<file path="src/rtl/hazard_pkg.sv">
// Shared definitions for the pipeline hazard controller.
// Contents:
//   state_e            - controller FSM state encoding (RUN=0, LOAD_STALL=1, FLUSH=2)
//   DEF_LOAD_LAT       - default load-use bubble count
//   DEF_FLUSH_CYCLES   - default redirect flush length
//   REM_W              - width of the remaining-cycles down-counter
//   rem_init()         - down-counter load value for an N-cycle sequence
package hazard_pkg;

  typedef enum logic [1:0] {
    RUN        = 2'd0,
    LOAD_STALL = 2'd1,
    FLUSH      = 2'd2
  } state_e;

  localparam int DEF_LOAD_LAT     = 1;
  localparam int DEF_FLUSH_CYCLES = 2;
  localparam int REM_W            = 3;

  // The first cycle of a sequence is spent in RUN, so the follow-on
  // state only has to count the remaining n-1 cycles.
  function automatic logic [REM_W-1:0] rem_init(input int n);
    return REM_W'(n - 1);
  endfunction

endpackage

</file>
<file path="src/rtl/sat_counter.sv">
// Saturating up-counter used for the hazard performance counters.
// Ports:
//   clk, rst_n  - clock, asynchronous active-low reset
//   inc         - count up by one this cycle (ignored at all-ones)
//   clr         - synchronous clear, wins over inc
//   cnt         - current count
module sat_counter #(
  parameter int W = 32
) (
  input  logic         clk,
  input  logic         rst_n,
  input  logic         inc,
  input  logic         clr,
  output logic [W-1:0] cnt
);

  logic [W-1:0] r_cnt;

  always_ff @(posedge clk or negedge rst_n) begin
    if (!rst_n)             r_cnt <= '0;
    else if (clr)           r_cnt <= '0;
    else if (inc && !(&r_cnt)) r_cnt <= r_cnt + 1'b1;
  end

  assign cnt = r_cnt;

endmodule

</file>
<file path="src/rtl/pipeline_hazard_ctrl.sv">
// Pipeline hazard controller: detects load-use hazards and redirects and
// produces stall / flush / freeze controls for a 5-stage pipeline.
// Outputs are Mealy (combinational from state, rem and current inputs).
// Ports:
//   clk, rst_n                  - clock, asynchronous active-low reset
//   id_rs1_addr/id_rs2_addr     - decode source registers
//   id_uses_rs1/id_uses_rs2     - decode reads the corresponding source
//   ex_rd_addr, ex_mem_read     - execute destination and load flag
//   ex_redirect                 - taken branch/jump resolved in execute
//   mem_busy                    - data memory not ready, freezes everything
//   cnt_clr                     - synchronous clear of both counters
//   stall_if, stall_id          - hold PC+IF/ID, hold decode outputs
//   flush_if, flush_id          - kill IF/ID, bubble into ID/EX
//   freeze_back                 - hold EX/MEM/WB
//   state_o                     - current FSM state
//   stall_cnt, flush_cnt        - stall cycles seen, redirects accepted
module pipeline_hazard_ctrl
  import hazard_pkg::*;
#(
  parameter int LOAD_LAT     = DEF_LOAD_LAT,
  parameter int FLUSH_CYCLES = DEF_FLUSH_CYCLES,
  parameter int CNT_W        = 32
) (
  input  logic             clk,
  input  logic             rst_n,
  input  logic [4:0]       id_rs1_addr,
  input  logic [4:0]       id_rs2_addr,
  input  logic             id_uses_rs1,
  input  logic             id_uses_rs2,
  input  logic [4:0]       ex_rd_addr,
  input  logic             ex_mem_read,
  input  logic             ex_redirect,
  input  logic             mem_busy,
  input  logic             cnt_clr,
  output logic             stall_if,
  output logic             stall_id,
  output logic             flush_if,
  output logic             flush_id,
  output logic             freeze_back,
  output logic [1:0]       state_o,
  output logic [CNT_W-1:0] stall_cnt,
  output logic [CNT_W-1:0] flush_cnt
);

  state_e           r_state, w_nxt_state;
  logic [REM_W-1:0] r_rem, w_nxt_rem;

  logic w_hazard;
  logic w_flush_acc;
  logic w_stall_if, w_stall_id, w_flush_if, w_flush_id, w_freeze;

  // x0 is hard-wired zero, so a load targeting it never creates a dependency.
  assign w_hazard = ex_mem_read && (ex_rd_addr != 5'd0) &&
                    ((id_uses_rs1 && (id_rs1_addr == ex_rd_addr)) ||
                     (id_uses_rs2 && (id_rs2_addr == ex_rd_addr)));

  always_comb begin
    w_stall_if  = 1'b0;
    w_stall_id  = 1'b0;
    w_flush_if  = 1'b0;
    w_flush_id  = 1'b0;
    w_freeze    = 1'b0;
    w_flush_acc = 1'b0;
    w_nxt_state = r_state;
    w_nxt_rem   = r_rem;

    if (mem_busy) begin
      // Memory stall freezes the whole pipe; the sequence in flight resumes
      // exactly where it left off once memory is ready.
      w_stall_if = 1'b1;
      w_stall_id = 1'b1;
      w_freeze   = 1'b1;
    end else begin
      unique case (r_state)
        RUN: begin
          if (ex_redirect) begin
            w_flush_if  = 1'b1;
            w_flush_id  = 1'b1;
            w_flush_acc = 1'b1;
            if (FLUSH_CYCLES > 1) begin
              w_nxt_state = FLUSH;
              w_nxt_rem   = rem_init(FLUSH_CYCLES);
            end
          end else if (w_hazard) begin
            w_stall_if = 1'b1;
            w_flush_id = 1'b1;
            if (LOAD_LAT > 1) begin
              w_nxt_state = LOAD_STALL;
              w_nxt_rem   = rem_init(LOAD_LAT);
            end
          end
        end
        LOAD_STALL: begin
          w_stall_if = 1'b1;
          w_flush_id = 1'b1;
          w_nxt_rem  = r_rem - 1'b1;
          if (r_rem <= REM_W'(1)) begin
            w_nxt_state = RUN;
            w_nxt_rem   = '0;
          end
        end
        FLUSH: begin
          w_flush_if = 1'b1;
          w_flush_id = 1'b1;
          w_nxt_rem  = r_rem - 1'b1;
          if (r_rem <= REM_W'(1)) begin
            w_nxt_state = RUN;
            w_nxt_rem   = '0;
          end
        end
        default: begin
          w_nxt_state = RUN;
          w_nxt_rem   = '0;
        end
      endcase
    end
  end

  always_ff @(posedge clk or negedge rst_n) begin
    if (!rst_n) begin
      r_state <= RUN;
      r_rem   <= '0;
    end else begin
      r_state <= w_nxt_state;
      r_rem   <= w_nxt_rem;
    end
  end

  // Controls are forced low while reset is held so the pipe sees no bubbles.
  assign stall_if    = w_stall_if & rst_n;
  assign stall_id    = w_stall_id & rst_n;
  assign flush_if    = w_flush_if & rst_n;
  assign flush_id    = w_flush_id & rst_n;
  assign freeze_back = w_freeze   & rst_n;
  assign state_o     = r_state;

  sat_counter #(.W(CNT_W)) u_stall_cnt (
    .clk   (clk),
    .rst_n (rst_n),
    .inc   (stall_if),
    .clr   (cnt_clr),
    .cnt   (stall_cnt)
  );

  sat_counter #(.W(CNT_W)) u_flush_cnt (
    .clk   (clk),
    .rst_n (rst_n),
    .inc   (w_flush_acc),
    .clr   (cnt_clr),
    .cnt   (flush_cnt)
  );

endmodule

</file>
<file path="config.mk">
export PLATFORM = sky130hd
export DESIGN_NAME = pipeline_hazard_ctrl
export DESIGN_NICKNAME = d
export VERILOG_FILES = /design/src/rtl/hazard_pkg.sv /design/src/rtl/sat_counter.sv /design/src/rtl/pipeline_hazard_ctrl.sv
export SDC_FILE = /design/constraint.sdc
export NUM_CORES = 1
export LEC_CHECK = 0
export CAP_MARGIN = 15
export CORE_ASPECT_RATIO = 0.7
export CORE_MARGIN = 4
export CORE_UTILIZATION = 35
export CTS_CLUSTER_SIZE = 25
export DETAILED_ROUTE_END_ITERATION = 10
export PLACE_DENSITY = 0.63
export SYNTH_ARGS = -nofsm -noshare
export SYNTH_HDL_FRONTEND = slang
export SYNTH_SLANG_ARGS = --single-unit
</file>
<file path="constraint.sdc">
create_clock -name clk -period 3.6 [get_ports clk]
set_clock_uncertainty 0.05 [all_clocks]
set_input_delay 0.72 -clock clk [delete_from_list [all_inputs] [get_ports clk]]
set_output_delay 0.72 -clock clk [all_outputs]
set_load 0.02 [all_outputs]
</file>
==> impl_results.md <==
* Status: complete, no violations
* IO buf count at 92
* Design Area, Final at 5251 µm²
* Cells after DPL at 663
* Switching Fraction at 0.2665
* Routability congestion estimate at 0.8520
* NumNets Final at 552
* Peak supply drop at 0.2064 mV
* Post-CTS Setup Inserts at 0
* Top cells by area, synth: dfrtp_1, a21oi_1, or3_1
* RSZ-0062 raised after global routing: false
* Via density at between 5 and 6
* Period utilisation layout at 0.9349
* Worst Path Buf+Inv at 3
* CP cell instances: clkdlybuf4s50_1, or4_1, o21ai_1, nor2_1, a21oi_2, inv_1, dlygate4sd2_1
* Die Height at 95.89 µm
* Critical path startpoint category: input pin
* Hold Path Class: in2async
* EDFF count, synth at 0
* Global route overflow at 0
* GR Util All Layers at 0.1763
* Residual DRC at 0
* Worst R2R Start: u_stall_cnt.cnt[0]
* Die X at 133.6 µm
* Rows at 31
* Power Total at just under 2 mW
* Initial core utilization at 0.3661
* Post-synth top area share at 0.4406
* CP Class: in2out
* Die area at 12810 µm²
* Clock Power Share at 0.458
* Maxcap violations at 0
* Internal power at ~1.4 mW
* Crit path max fanout at 2
* Diode count at 0
* Vias in the first global route at 3472
* FF-to-FF setup slack at 1.11 ns
* Final Hold Fails at 0
* TritonCTS clock tree: yes
* Initial DRC Count at around 220
* FF+latch count, synth at 68
* Layout area overhead at 35.96%
* Worst-margin pin slew at 1.020 ns
* Share of cells above drive strength 1 at 0.07910
* Psw at 518.9 µW
* Most frequent cell after synthesis: dfrtp_1
* Power Dens Cells at between 300 and 400 nW/µm²
* Unique masters post-synth at 48
* Clk Latency, worst-skew pair at 0.34 ns
* Placed cell areas at 4947 µm²
* Fin cells at between 600 and 700
* Worst-path clk slew at approximately 0.060 ns
* Critical path's top delay family: buffers and inverters
* Max stage delay on crit path at 0.54 ns
* HPWL after detailed placement at 7792 µm
* CTS Root Cell: clkbuf_16
* Synthesized instance count at 430
* WL final at approximately 11000 µm
* Register area share after synthesis at 0.4406
* Commonest cells post-synth: dfrtp_1, a21oi_1, nor2_1
* Worst EP arrival at 2.60 ns
* Comb power frac at 0.122
* H-tree Lvls at 3
* Post-Syn Area at 3862 µm²
* Routed length per instance at around 16 µm
* Finished Core Util at 0.4977
* Max_slew headroom at 0.3201
* Largest net degree at the start of global routing at 62
* DRT Pass-1 Iters at 5
* Asr flop ratio synth at 1.000
* Depth of the most critical reg-to-reg path at 8
* Top FF cell, synth: dfrtp_1
* Syn avg cell area at between 8 and 9 µm²
* Global-route wire length before repair at 18140 µm
* CTS Sinks at between 60 and 70
* Core Area at between 10000 and 15000 µm²
* Hold_buf cts at 0
* I/O pins at 94
* Mapped Nets at 456
* DR vias at approximately 3700
* Seq pwr share at 0.420
* # setup viols final at 0
* Final Max Tran Viols at 0
* Crit end category: primary output
* Crit path max-delay cell type: or4_1
* Ys Warns at 0
* Clock buffer count from CTS at 9
* Max Freq at 297.1 MHz
* CP Data Required Time at 2.83 ns
* Area leader, netlist: dfrtp_1
* Total leakage power at 1.959 nW
* Antenna violations before repair at 0
* ANT nets after route at 0
* Crit Reg-Reg Endpoint: u_stall_cnt.cnt[12]
* CTS Buffer Depth at 2
* Tmin final at around 3.4 ns
power groups by stage:
stage          Clock, mW  Combinational, mW  Sequential, mW
6_report           0.892              0.238           0.817
5_1_grt            0.949              0.263           0.822
4_1_cts            0.917              0.242           0.817
3_5_place_dp           0              0.238           0.830
3_3_place_gp           0              0.228           0.829
2_1_floorplan          0              0.121           0.835
layout by cell type (no fill, tap or decap), types with 2 or more instances in the layout:
| master | n |
|---|---|
| inv_1 | 11 |
| clkinvlp_4 | 4 |
| clkinv_4 | 2 |
| nand3_1 | 20 |
| and2_1 | 4 |
| mux2_2 | 3 |
| o211ai_1 | 2 |
| and4_1 | 5 |
| buf_2 | 2 |
| nor4_1 | 4 |
| clkdlybuf4s50_1 | 88 |
| nor2_1 | 35 |
| mux2i_1 | 2 |
| buf_4 | 10 |
| clkbuf_16 | 9 |
| o21ai_0 | 33 |
| o31ai_1 | 12 |
| nand4_1 | 26 |
| a21oi_1 | 45 |
| nor2b_1 | 2 |
| or4_1 | 12 |
| or3_1 | 31 |
| xnor2_1 | 16 |
| nand2b_1 | 2 |
| dfrtp_1 | 68 |
| nand2_1 | 28 |
| ha_1 | 3 |
| and3_1 | 10 |
| xor2_1 | 11 |
| nor3_1 | 7 |
through the flow:
step / hold WS, ns / TNS [ns] / setup slack (ns)
global placement: 0.4900 / -0.03815 / -0.03815
detailed placement: 0.5038 / -0.04404 / -0.04404
floorplan: 0.3744 / 0 / 0.8673
finish: 0.1956 / 0 / 0.2345
CTS: 0.1887 / 0 / 0.02487
global route: 0.1931 / 0 / 0.08257
worst max path at each step:
stage          slack [ns]           from       end  cells past startpoint
2_1_floorplan        0.87  ex_rd_addr[1]  stall_if                      6
5_1_grt              0.08  ex_rd_addr[1]  stall_if                      7
4_1_cts              0.02  ex_rd_addr[1]  flush_id                      8
3_5_place_dp        -0.04  ex_rd_addr[1]  stall_if                      7
6_report             0.23  ex_rd_addr[1]  stall_if                      7
3_3_place_gp        -0.04  ex_rd_addr[1]  stall_if                      7
cells by family (layout without fill, tap and decap cells):
group                    after synthesis  after routing  share of synthesized area
AO/OA/AOI/OAI                        104            104                     0.1587
XOR/XNOR                              27             27                    0.06122
adder cells (fa/ha/maj)                3              3                   0.009719
buffers and inverters                 28            129                    0.03304
flip-flops                            68             68                     0.4406
multiplexers                           5              5                    0.01393
other                                  1              1                  0.0009709
AND/OR/NAND/NOR                      194            194                     0.2818
sequential cells by signal (all words and copies together) (netlist names):
name             flops
u_flush_cnt.cnt     32
u_stall_cnt.cnt     32
r_rem                3
state_o              1
metal layers:
layer  routed length, µm  GRT usage  share of wire
met1                5572     0.2583           0.50
met2                4819     0.2551           0.43
met3                 616    0.04545          0.055
met4                 151    0.05394          0.014
met5                   0          0              0
layout make-up:
class | instances | area, µm²
fillers | 1003 | 5299
multi-input cells | 334 | 2033
repair buffers | 102 | 987.2
clock inverters | 7 | 77.57
clock buffers | 9 | 225.2
well taps | 148 | 185.2
inverters | 11 | 41.29
flip-flops and latches | 68 | 1702
worst register-to-register path, cell delays in order (launching register included):
cell and delay [ns]:
dfrtp_1 0.43, ha_1 0.30, nand3_1 0.14, nor4_2 0.42, nand4_1 0.27, o211ai_2 0.12, buf_4 0.27, nor4_1 0.10
mux2_2 0.28
what timing repair did:
item	in CTS	in global routing
setup endpoints to repair	1	1
gates resized for setup	1	1
pin swaps	1	0
Power figures use the tool's default switching activity.
